===== src/rtl/mutative_dfp_arbiter_pkg.sv =====
// Shared types for the DFP arbiter: state encoding, requester IDs and line width.
package mutative_types;

    localparam int CACHELINE_SIZE = 256;
    localparam int DFP_ADDR_W     = 32;

    typedef enum logic [1:0] {
        A_IDLE  = 2'd0,
        A_CACHE = 2'd1,
        A_FLUSH = 2'd2
    } arb_state_e;

    typedef enum logic {
        REQ_CACHE = 1'b0,
        REQ_FLUSH = 1'b1
    } req_id_e;

endpackage


===== src/rtl/mutative_dfp_arbiter.sv =====
// Two-requester arbiter (cache, flush engine) in front of one DFP memory port.
// Define MUTATIVE_DFP_ARB_RR_EN for round-robin on contention; default is flush-first.
module mutative_dfp_arbiter
    import mutative_types::*;
(
    input  logic                      clk,
    input  logic                      rst,
    input  logic                      cache_dfp_read,
    input  logic                      cache_dfp_write,
    input  logic [DFP_ADDR_W-1:0]     cache_dfp_addr,
    input  logic [CACHELINE_SIZE-1:0] cache_dfp_wdata,
    output logic [CACHELINE_SIZE-1:0] cache_dfp_rdata,
    output logic                      cache_dfp_resp,
    input  logic                      flush_dfp_write,
    input  logic [DFP_ADDR_W-1:0]     flush_dfp_addr,
    input  logic [CACHELINE_SIZE-1:0] flush_dfp_wdata,
    output logic                      flush_dfp_resp,
    output logic                      dfp_read,
    output logic                      dfp_write,
    output logic [DFP_ADDR_W-1:0]     dfp_addr,
    output logic [CACHELINE_SIZE-1:0] dfp_wdata,
    input  logic [CACHELINE_SIZE-1:0] dfp_rdata,
    input  logic                      dfp_resp,
    output logic                      arb_busy
);

    arb_state_e                state_q, state_d;
    logic                      read_q, read_d;
    logic                      write_q, write_d;
    logic [DFP_ADDR_W-1:0]     addr_q, addr_d;
    logic [CACHELINE_SIZE-1:0] wdata_q, wdata_d;
    logic                      cache_req;
    req_id_e                   winner;

`ifdef MUTATIVE_DFP_ARB_RR_EN
    req_id_e last_q, last_d;
`endif

    assign cache_req = cache_dfp_read | cache_dfp_write;

    always_comb begin
        winner = flush_dfp_write ? REQ_FLUSH : REQ_CACHE;
`ifdef MUTATIVE_DFP_ARB_RR_EN
        // On contention the requester that was not served last gets the grant.
        if (flush_dfp_write && cache_req) begin
            winner = (last_q == REQ_CACHE) ? REQ_FLUSH : REQ_CACHE;
        end
`endif
    end

    always_comb begin
        state_d = state_q;
        read_d  = read_q;
        write_d = write_q;
        addr_d  = addr_q;
        wdata_d = wdata_q;
`ifdef MUTATIVE_DFP_ARB_RR_EN
        last_d  = last_q;
`endif
        case (state_q)
            A_IDLE: begin
                if (cache_req || flush_dfp_write) begin
`ifdef MUTATIVE_DFP_ARB_RR_EN
                    last_d = winner;
`endif
                    if (winner == REQ_FLUSH) begin
                        state_d = A_FLUSH;
                        read_d  = 1'b0;
                        write_d = 1'b1;
                        addr_d  = flush_dfp_addr;
                        wdata_d = flush_dfp_wdata;
                    end else begin
                        // A combined read+write from the cache is a writeback only.
                        state_d = A_CACHE;
                        read_d  = ~cache_dfp_write;
                        write_d = cache_dfp_write;
                        addr_d  = cache_dfp_addr;
                        wdata_d = cache_dfp_wdata;
                    end
                end
            end
            A_CACHE, A_FLUSH: begin
                if (dfp_resp) begin
                    state_d = A_IDLE;
                    read_d  = 1'b0;
                    write_d = 1'b0;
                end
            end
            default: begin
                state_d = A_IDLE;
                read_d  = 1'b0;
                write_d = 1'b0;
            end
        endcase
    end

    always_ff @(posedge clk) begin
        if (rst) begin
            state_q <= A_IDLE;
            read_q  <= 1'b0;
            write_q <= 1'b0;
            addr_q  <= '0;
            wdata_q <= '0;
`ifdef MUTATIVE_DFP_ARB_RR_EN
            last_q  <= REQ_CACHE;
`endif
        end else begin
            state_q <= state_d;
            read_q  <= read_d;
            write_q <= write_d;
            addr_q  <= addr_d;
            wdata_q <= wdata_d;
`ifdef MUTATIVE_DFP_ARB_RR_EN
            last_q  <= last_d;
`endif
        end
    end

    assign dfp_read        = read_q;
    assign dfp_write       = write_q;
    assign dfp_addr        = addr_q;
    assign dfp_wdata       = wdata_q;
    assign arb_busy        = (state_q != A_IDLE);
    // Completion is passed through combinationally so the owner sees it in the dfp_resp cycle.
    assign cache_dfp_resp  = (state_q == A_CACHE) && dfp_resp;
    assign flush_dfp_resp  = (state_q == A_FLUSH) && dfp_resp;
    assign cache_dfp_rdata = cache_dfp_resp ? dfp_rdata : '0;

endmodule


===== config.mk =====
export PLATFORM = sky130hd
export DESIGN_NAME = mutative_dfp_arbiter
export DESIGN_NICKNAME = d
export VERILOG_FILES = /design/src/rtl/mutative_dfp_arbiter_pkg.sv /design/src/rtl/mutative_dfp_arbiter.sv
export SDC_FILE = /design/constraint.sdc
export NUM_CORES = 1
export LEC_CHECK = 0
export BUFFER_PORTS_ARGS = -buffer_cell sky130_fd_sc_hd__buf_2
export CAP_MARGIN = 20
export CORE_AREA = 2 2 541 543
export DETAILED_ROUTE_END_ITERATION = 6
export DIE_AREA = 0 0 543 545
export GPL_TIMING_DRIVEN = 0
export SYNTH_ARGS = -nofsm -noshare
export SYNTH_HDL_FRONTEND = slang
export SYNTH_SLANG_ARGS = --single-unit

===== constraint.sdc =====
create_clock -name clk -period 1.53 [get_ports clk]
set_clock_uncertainty 0.05 [all_clocks]
set_input_delay 0.153 -clock clk [delete_from_list [all_inputs] [get_ports clk]]
set_output_delay 0.153 -clock clk [all_outputs]
set_load 0.05 [all_outputs]

==> results of run 1 <==
power groups by stage:
stage          logic [W]  registers (W)  clock network, W
2_1_floorplan    0.00575         0.0137                 0
3_3_place_gp      0.0164        0.00963                 0
3_5_place_dp      0.0165        0.00965                 0
4_1_cts           0.0193        0.00952            0.0111
5_1_grt           0.0226        0.00967            0.0112
6_report          0.0218        0.00955            0.0106
through the flow:
step | area, um^2 | setup slack, ns | utilization, % | std cells
4_1_cts | 38700 | -0.900 | 13.3 | 7550
5_1_grt | 41000 | -0.930 | 14.1 | 7675
3_5_place_dp | 28400 | -1.88 | 9.80 | 6912
3_3_place_gp | 28300 | -1.94 | 9.76 | 6907
2_1_floorplan | 16500 | -0.0379 | - | 1624
6_report | 41200 | -0.880 | 14.2 | 7739
worst max-delay path: stages, from the launching register on:
cell and delay [ns]:
dfxtp_2 0.32, inv_2 0.07, ha_4 0.29, clkbuf_8 0.22, clkbuf_8 0.16, and3_4 0.31
buf_8 0.18
final cells by class:
cell class | instances | area (um^2) | share of cell area (%)
clock buffers | 61 | 1230 | 3.00
flip-flops and latches | 292 | 5850 | 14.2
inverters | 3 | 11.3 | 0.0274
repair buffers | 2017 | 16500 | 40.0
multi-input cells | 1143 | 10300 | 25.0
diodes | 125 | 313 | 0.760
clock inverters | 15 | 188 | 0.456
well taps | 3900 | 4880 | 11.9
plain buffers | 183 | 1920 | 4.67
Yosys cell counts:
cell type  count  area [um^2]
o21ai_0        3         15.0
and2_1         2         12.5
nor2b_1        2         12.5
dfxtp_1      292         5850
nor3_1         1         5.00
clkbuf_1      93          349
inv_1          3         11.3
or3_1          1         6.26
nor3b_1        1         7.51
and3_1       256         1600
buf_2         58          290
nor2_1       289         1080
nand2b_1       2         12.5
o31a_1         1         8.76
buf_4          3         22.5
a221oi_1       1         8.76
ha_1           3         37.5
nand3_1        1         5.00
buf_6         32          360
a21oi_1        4         20.0
a211oi_2     280         3500
a211oi_1       8         60.1
mux2i_1      288         2880
how the worst max path moves through the flow:
stage	to	cells past startpoint
after floorplan	dfp_wdata[10]	8
after global placement	dfp_wdata[235]	3
after global routing	cache_dfp_rdata[209]	6
final	cache_dfp_rdata[213]	6
after CTS	cache_dfp_rdata[21]	6
after detailed placement	dfp_wdata[233]	5
routing by layer:
layer  GRT usage (%)  vias to the layer above  wire length, um  share of wire [%]
li1                -                    10200                -                  -
met3            5.29                      715            24100                8.7
met1            21.5                    11400           117000                 42
met2            27.5                     2032           119000                 43
met5               0                        -              605               0.22
met4            8.60                       94            17600                6.3
cell families after synthesis:
group	synth area share (%)
AND/OR/NAND/NOR	17.0
AO/OA/AOI/OAI	22.4
flip-flops	36.2
multiplexers	17.8
buffers and inverters	6.39
adder cells (fa/ha/maj)	0.232
flip-flops by register name, summed over array words and instances (netlist names):
name / count
dfp_addr: 32
dfp_write: 1
dfp_read: 1
dfp_wdata: 256
state_q: 2
timing repair:
| action | in CTS | in global routing |
|---|---|---|
| setup buffers | 2 | 27 |
| setup endpoints to repair | 829 | 785 |
| cloned | 7 | 37 |
| gates resized for setup | 917 | 254 |
| endpoints found under the hold margin | 287 | 2 |
| hold buffers | 553 | 2 |
| pin swaps | 12 | 35 |
==> qor.csv, run 1 <==
stage,metric,value,unit
timing,relative max-transition margin,31.8,%
worst_hold_path,worst hold path depth,3,
die,Ports,1387,
worst_hold_path,Hold EP,dfp_wdata[254],
clock_tree,H-Tree Depth,2,
timing,period utilization,157,%
global_routing,number of global-route vias before repair,23200,
drt,residual DRC count,0,
worst_hold_path,origin of the worst min-delay path,cache_dfp_wdata[254],
placement,GPL Wtd Cong,1.08,
timing,Slew @ Worst Pin,1.02,ns
yosys,mapped cell area,16200,um^2
clock_tree,clk_lat worst skew,0.61,ns
setup_path,Worst Setup Path Type,reg2out,
drt,drt wl/cell,35.9,um
yosys,sequential element share of the synthesized area,36.2,%
drt,initial drt markers,1553,
pwr,sequential share of power,22.8,%
pwr,power density cells,1020,nW/um^2
timing,Final setup viols,595,
timing,final worst path period need,2.41,ns
die,Die Area,296000,um^2
die,Die H,545,um
run_status,failing checks,setup timing,
yosys,Yosys reg bits,292,
finish,"commonest non-fill, non-tap cell in the layout",buf_2,
yosys,Synth Instances,1624,
pwr,sw power,0.0194,W
timing,RSZ-0062 raised after global routing,yes,
clock_tree,CTS Buf Count,44,
finish,fillers,32900,
placement,DP HPWL,241000,um
finish,Layout Nets,4525,
setup_path,critical path arrival,2.21,ns
global_routing,largest net degree at the start of global routing,13,
clock_tree,clock tree from TritonCTS,yes,
setup_path,start of the worst register-to-register path,state_q[1],
setup_path,FF-to-FF End,dfp_addr[6],
yosys,Syn Nets,2465,
yosys,Syn Area/Cell,9.95,um^2
placement,IO buf count,1383,
timing,Fmax,0.415,GHz
run,number of max-cap violations,0,
timing,Final Hold Fails,0,
drt,Pre-Repair DR Iteration Count,5,
pwr,Power Internal,0.0225,W
clock_tree,CTS root buffer,clkbuf_16,
timing,Slew Limit Fails,0,
run_status,status,finished with violations,
finish,P&R area growth vs syn,155,%
timing,setup TNS,-303.06,ns
pwr,Peak VDD IR,792,uV
clock_tree,Sink Count,292,
yosys,Ys Warns,0,
setup_path,CP Capture Type,output pin,
die,Rows,198,
global_routing,Total GRT Usage,17.5,%
pwr,Comb pwr share,51.9,%
clock_tree,clock slew at reported path FFs,0.05,ns
worst_hold_path,Hold/Removal Path Class,in2reg,
timing,worst hold slack,0.0146,ns
die,core area,290000,um^2
setup_path,R2R setup slack,-0.52,ns
global_routing,antenna violations before repair,370,
global_routing,grt ovf,0,
setup_path,Worst R2R Path Depth,10,
setup_path,"Max FO, Critical Path",10,
die,Initial Util,5.57,%
yosys,synth unique cells,23,
pwr,"Power, Total",0.0419,W
pwr,Leak,17.9,nW
die,die extent in x,543,um
drt,final antenna-violating net count,0,
global_routing,first-pass GRT wire length,317000,um
clock_tree,clk buf depth,3,
finish,share of cells above drive strength 1,59.7,%
drt,Via density,3.16,
pwr,clock power share,25.3,%
drt,Routed WL,278000,um
drt,DR vias,24500,
setup_path,Critical Path RT,1.33,ns
timing,Final WS setup,-0.880,ns
finish,most frequent cells in the layout,"buf_2 (1156), dlygate4sd3_1 (555), dfxtp_1 (290)",
pwr,Switching Share,46.3,%
setup_path,CP startpoint,state_q[1],
setup_path,CP startpoint kind,flip-flop,
No activity file was read; power rests on OpenSTA's default activity.
==> run 2, diff against run 1 <==
- ABC_AREA: not set -> 1
- CORE_AREA: 2 2 541 543 -> 2 2 540 542
- DIE_AREA: 0 0 543 545 -> 0 0 542 544
==> qor.csv, run 2 <==
stage,metric,value,unit,change
die,Initial Util,5.58,%,about the same
finish,most frequent cells in the layout,"buf_2 (1212), nand2_1 (1159), dlygate4sd3_1 (561)",,
global_routing,number of global-route vias before repair,26200,,+13%
timing,period utilization,149,%,-8.8 points
yosys,synth unique cells,15,,-35%
setup_path,R2R setup slack,-0.52,ns,about the same
yosys,"EDFF count, synth",0,,unchanged
clock_tree,CTS root buffer,clkbuf_16,,
drt,Via density,3.31,,+4.6%
clock_tree,clk buf depth,3,,unchanged
yosys,ys async rst share,0,%,unchanged
timing,Fmax,0.440,GHz,+6.0%
finish,Util after Layout,13.4,%,-0.82 points
die,Ports,1387,,unchanged
placement,DP HPWL,229000,um,-5.2%
clock_tree,Sink Count,292,,unchanged
yosys,Syn Nets,3624,,+47%
yosys,Yosys reg bits,292,,unchanged
drt,Routed WL,258000,um,-7.1%
setup_path,Worst R2R Path Depth,9,,-1
yosys,Ys Warns,0,,unchanged
drt,final antenna-violating net count,0,,unchanged
yosys,most frequent cell after synthesis,nand2_1,,
setup_path,CP Capture Type,output pin,,
global_routing,first-pass GRT wire length,305000,um,-3.7%
run_status,status,finished with violations,,
placement,DP Area,28200,um^2,-0.62%
global_routing,Total GRT Usage,16.5,%,-0.99 points
setup_path,Worst Setup Path Type,reg2out,,
setup_path,FF-to-FF End,dfp_wdata[176],,
setup_path,CP startpoint kind,flip-flop,,
timing,RSZ-0062 raised after global routing,yes,,
setup_path,CP startpoint,state_q[1],,
setup_path,"Max FO, Critical Path",7,,-3
setup_path,start of the worst register-to-register path,state_q[1],,
finish,P&R area growth vs syn,140,%,
clock_tree,CTS Buf Count,41,,-6.8%
finish,"commonest non-fill, non-tap cell in the layout",buf_2,,
pwr,"Power, Total",0.0337,W,-20%
finish,share of cells above drive strength 1,38.1,%,-22 points
timing,Slew Limit Fails,0,,unchanged
run,number of max-cap violations,0,,unchanged
pwr,Peak VDD IR,714,uV,-9.8%
yosys,mapped cell area,16100,um^2,-0.17%
timing,Final setup viols,617,,+3.7%
clock_tree,H-Tree Depth,2,,unchanged
drt,residual DRC count,1,,+1
global_routing,antenna violations before repair,343,,-7.3%
yosys,cell taking the most area after synthesis,dfxtp_1,,
worst_hold_path,Hold/Removal Path Class,in2reg,,
global_routing,grt ovf,0,,unchanged
pwr,power density cells,872,nW/um^2,-14%
finish,Layout Nets,5637,,+25%
die,Rows,198,,unchanged
clock_tree,clock tree from TritonCTS,yes,,
timing,relative max-transition margin,43.0,%,+11 points
die,die extent in x,542,um,-0.18%
placement,GPL Wtd Cong,1.08,,+0.70%
drt,DR vias,28900,,+18%
timing,Final WS setup,-0.744,ns,+0.135 ns
global_routing,largest net degree at the start of global routing,12,,-1
drt,initial drt markers,2617,,+69%
yosys,top_reg_cell synth,dfxtp_1,,
yosys,top-area cell type share of the netlist area,36.2,%,+0.062 points
setup_path,critical path arrival,2.07,ns,-0.14 ns
finish,max reg flops,256,,unchanged
die,core area,289000,um^2,-0.26%
die,Die Area,295000,um^2,-0.37%
yosys,Post-synth top cells,"nand2_1 (1161), a21oi_1 (292), dfxtp_1 (292)",,
drt,Pre-Repair DR Iteration Count,7,,+2
yosys,Synth Instances,2783,,+71%
timing,Final Hold Fails,0,,unchanged
clock_tree,clk_lat worst skew,0.62,ns,about the same
placement,IO buf count,1385,,+0.14%
run_status,failing checks,"DRC, setup timing",,
finish,fillers,33500,,+1.8%
finish,design area,38700,um^2,-6.0%
yosys,"top cells by area, synth","dfxtp_1 (36%), nand2_1 (27%), a21oi_1 (9.1%)",,
setup_path,CP endpoint,cache_dfp_rdata[90],,
timing,Slew @ Worst Pin,0.855,ns,-0.168 ns
pwr,Leak,18.6,nW,+3.5%
clock_tree,clock slew at reported path FFs,0.06,ns,about the same
drt,drt wl/cell,29.6,um,-18%
setup_path,Critical Path RT,1.33,ns,about the same
yosys,sequential element share of the synthesized area,36.2,%,+0.062 points
timing,final worst path period need,2.27,ns,-0.135 ns
die,Die H,544,um,-0.18%
yosys,Syn Area/Cell,5.80,um^2,-42%
run 2: cell count changes after synthesis, sizes merged, moves of 261 or more:
| cell | previous run | this run |
|---|---|---|
| a21oi | 4 | 292 |
| inv | 3 | 264 |
| nand2 | 0 | 1163 |
| a211oi | 288 | 0 |
| mux2i | 288 | 0 |
| nand3 | 1 | 291 |
run 2: routing by layer:
metal / share of wire [%] / vias to the layer above / global-route usage, % / wire [um]
met1: 37 / 12900 / 18.1 / 95200
met2: 40 / 2249 / 24.0 / 104000
met5: 0.75 / - / 1.67 / 1930
met4: 5.9 / 194 / 7.63 / 15300
li1: - / 12700 / - / -
met3: 16 / 796 / 11.2 / 42100
run 2: worst max-delay path, cell delays in order, from the launching register on:
cell and delay [ns]:
dfxtp_2 0.32, inv_2 0.07, ha_4 0.15, nand2_8 0.11, clkbuf_16 0.22, clkbuf_8 0.18, nor2_4 0.17, buf_6 0.19
run 2: timing repair:
item	CTS	global route
pin swaps	6	11
endpoints found under the setup margin	751	735
cloned	3	3
setup buffers	1	15
gates resized for setup	603	350
hold endpoints to repair	287	0
hold buffers	561	0
run 2: area by class of cell:
class	count	area (um^2)	share of cell area [%]
diodes	108	270	0.699
plain buffers	217	1440	3.71
clock buffers	60	1220	3.15
clock inverters	13	156	0.404
inverters	264	995	2.57
multi-input cells	2009	9350	24.2
flip-flops and latches	292	5850	15.1
well taps	3800	4750	12.3
repair buffers	1971	14600	37.9
run 2: per-stage QoR:
step	instances	setup slack, ns	hold WS, ns	TNS [ns]
after CTS	8609	-0.876	0.00105	-396.14
after detailed placement	7971	-1.31	0.399	-500.33
after global placement	7968	-1.90	0.396	-575.40
final	8734	-0.744	0.0308	-277.15
after global routing	8663	-0.840	0.0300	-351.78
after floorplan	2783	-0.315	0.276	-67.58
run 2: cell families after synthesis:
logic type                 Yosys count  share of synthesized area, %
DFF                                292                          36.2
AOI/OAI and AO/OA                  292                          9.06
buffers and inverters              482                          12.2
and+or+nand+nor                   1714                          42.3
adders and majority gates            3                         0.233
run 2: report_power, final:
group | internal [W] | switching [W]
clock network | 0.00588 | 0.00438
logic | 0.00447 | 0.0101
registers | 0.00841 | 0.000438
total | 0.0188 | 0.0150
run 2: worst min path at each step:
stage,startpoint,to,cells past startpoint
floorplan,cache_dfp_read,dfp_read,2
global placement,dfp_wdata[36],dfp_wdata[36],2
detailed placement,dfp_wdata[173],dfp_wdata[173],2
CTS,flush_dfp_wdata[196],dfp_wdata[196],5
global route,flush_dfp_wdata[196],dfp_wdata[196],5
finish,flush_dfp_wdata[196],dfp_wdata[196],5
==> run 3, diff against run 2 <==
- CORE_AREA: 2 2 540 542 -> 5 5 543 545
- DIE_AREA: 0 0 542 544 -> 0 0 548 550
- SKIP_CTS_REPAIR_TIMING: not set -> 1
==> qor.csv, run 3 (same netlist as run 2, synthesis figures left out) <==
stage,metric,value,unit,change
run_status,status,finished with violations,,
run_status,failing checks,"hold timing, setup timing",,
setup_path,CP Cell Sequence,inv_1 > ha_1 > buf_4 > clkbuf_2 > clkbuf_1 > nand3_1 > a21oi_1,,
global_routing,largest net degree at the start of global routing,12,,unchanged
setup_path,"slowest stage delay, CP",0.54,ns,+0.22 ns
timing,final worst path period need,2.33,ns,+0.0537 ns
timing,period utilization,152,%,+3.5 points
timing,Final setup viols,619,,+0.32%
timing,Slew @ Worst Pin,0.906,ns,+0.0509 ns
die,die extent in x,548,um,+1.1%
finish,fin cells,8685,,-0.56%
setup_path,Worst Setup Path Type,reg2reg,,
timing,Final Hold Fails,2,,+2
drt,DR vias,28500,,-1.5%
timing,RSZ-0062 raised after global routing,yes,,
finish,P&R area growth vs syn,136,%,
finish,fillers,33500,,-0.16%
finish,max reg flops,256,,unchanged
global_routing,Total GRT Usage,16.3,%,-0.17 points
placement,DP HPWL,238000,um,+4.0%
pwr,power density cells,865,nW/um^2,-0.79%
finish,share of cells above drive strength 1,37.8,%,-0.37 points
timing,Final WS setup,-0.798,ns,-0.0537 ns
placement,IO buf count,1385,,unchanged
clock_tree,clock slew at reported path FFs,0.06,ns,about the same
placement,GPL Wtd Cong,1.01,,-6.9%
placement,total placed cells including tap cells,7971,,unchanged
timing,worst hold slack,-0.0215,ns,-0.0523 ns
worst_hold_path,Hold/Removal Path Class,in2reg,,
drt,drt wl/cell,30.5,um,+3.4%
drt,initial drt markers,2209,,-16%
setup_path,Critical Path RT,2.03,ns,+0.70 ns
clock_tree,clk buf depth,3,,unchanged
finish,Util after Layout,13.2,%,-0.19 points
die,Rows,198,,unchanged
placement,post-place setup slack,-1.29,ns,+0.0129 ns
clock_tree,Sink Count,292,,unchanged
drt,Via density,3.28,,-0.92%
timing,Fmax,0.430,GHz,-2.3%
clock_tree,CTS Buf Count,40,,-2.4%
clock_tree,CTS root buffer,clkbuf_16,,
setup_path,start of the worst register-to-register path,state_q[0],,
drt,Pre-Repair DR Iteration Count,6,,-1
die,Die H,550,um,+1.1%
global_routing,grt ovf,0,,unchanged
global_routing,number of global-route vias before repair,23600,,-9.8%
timing,Slew Limit Fails,0,,unchanged
setup_path,CP startpoint kind,flip-flop,,
setup_path,CP Capture Type,flip-flop,,
finish,Layout Nets,5593,,-0.78%
clock_tree,H-Tree Depth,2,,unchanged
worst_hold_path,origin of the worst min-delay path,flush_dfp_wdata[5],,
die,Initial Util,5.57,%,about the same
setup_path,"Max FO, Critical Path",10,,+3
finish,register area,5850,um^2,about the same
die,Ports,1387,,unchanged
global_routing,first-pass GRT wire length,306000,um,+0.28%
setup_path,critical path arrival,2.83,ns,+0.76 ns
clock_tree,clock tree from TritonCTS,yes,,
clock_tree,clk_lat worst skew,0.62,ns,about the same
drt,final antenna-violating net count,0,,unchanged
pwr,Peak VDD IR,878,uV,+23%
die,Die Area,301000,um^2,+2.2%
finish,most frequent cells in the layout,"buf_2 (1255), nand2_1 (1160), dlygate4sd3_1 (526)",,
timing,relative max-transition margin,39.6,%,-3.4 points
pwr,Leak,18.4,nW,-1.0%
setup_path,slowest CP cell,clkbuf_1,,
die,core area,290000,um^2,about the same
run,number of max-cap violations,0,,unchanged
global_routing,antenna violations before repair,375,,+9.3%
finish,"commonest non-fill, non-tap cell in the layout",buf_2,,
setup_path,CP startpoint,state_q[0],,
finish,area of the multi-input gates,9450,um^2,+1.1%
drt,Routed WL,265000,um,+2.8%
drt,residual DRC count,0,,-1
## run 3: changes by cell type in the layout (fill, tap and decap cells not counted), sizes merged
cell | previous run | this run
bufinv | 2 | 3
clkinv | 5 | 6
dlygate4sd3 | 561 | 526
buf | 1531 | 1505
diode | 108 | 105
inv | 267 | 268
clkinvlp | 3 | 1
clkbuf | 156 | 170
## run 3: worst max-delay path: cells and delay by family (launching register included)
family | cells | cell delay (ns)
buffers and inverters | 4 | 1.10
and+or+nand+nor | 1 | 0.35
DFF | 1 | 0.34
AOI/OAI and AO/OA | 1 | 0.24
adders and majority gates | 1 | 0.16
## run 3: metrics by stage
stage	area (um^2)	setup TNS (ns)	power, W
after floorplan	16500	-67.58	0.0157
after CTS	29600	-621.60	0.0313
after detailed placement	28200	-473.47	0.0210
after global routing	38000	-417.16	0.0345
after global placement	28200	-548.71	0.0210
final	38200	-334.45	0.0330
## run 3: final timing paths
check,endpoint,depth (start not counted),slack (ns)
setup reg to reg,dfp_wdata[171],7,-0.80
hold / removal,dfp_wdata[5],5,-0.02
hold reg to reg,dfp_wdata[252],2,0.41
setup / recovery,dfp_wdata[171],7,-0.80
## run 3: layout make-up
type	instances	share of cell area, %
Antenna cell	105	0.689
Multi-Input combinational cell	2009	24.8
Clock inverter	14	0.439
Clock buffer	56	2.99
Timing Repair Buffer	1927	37.2
Inverter	264	2.61
Sequential cell	292	15.3
Tap cell	3800	12.5
Buffer	218	3.50
## run 3: layer usage
metal / vias up / track usage (%) / wire length [um]
met4: 208 / 5.27 / 12800
met3: 734 / 11.5 / 38400
met2: 2050 / 24.5 / 109000
met5: - / 0.610 / 1370
li1: 12600 / - / -
met1: 12800 / 18.1 / 104000
## run 3: power breakdown
part	switching, W	internal, W
Sequential	0.000447	0.00841
Combinational	0.00998	0.00418
Clock	0.00427	0.00572
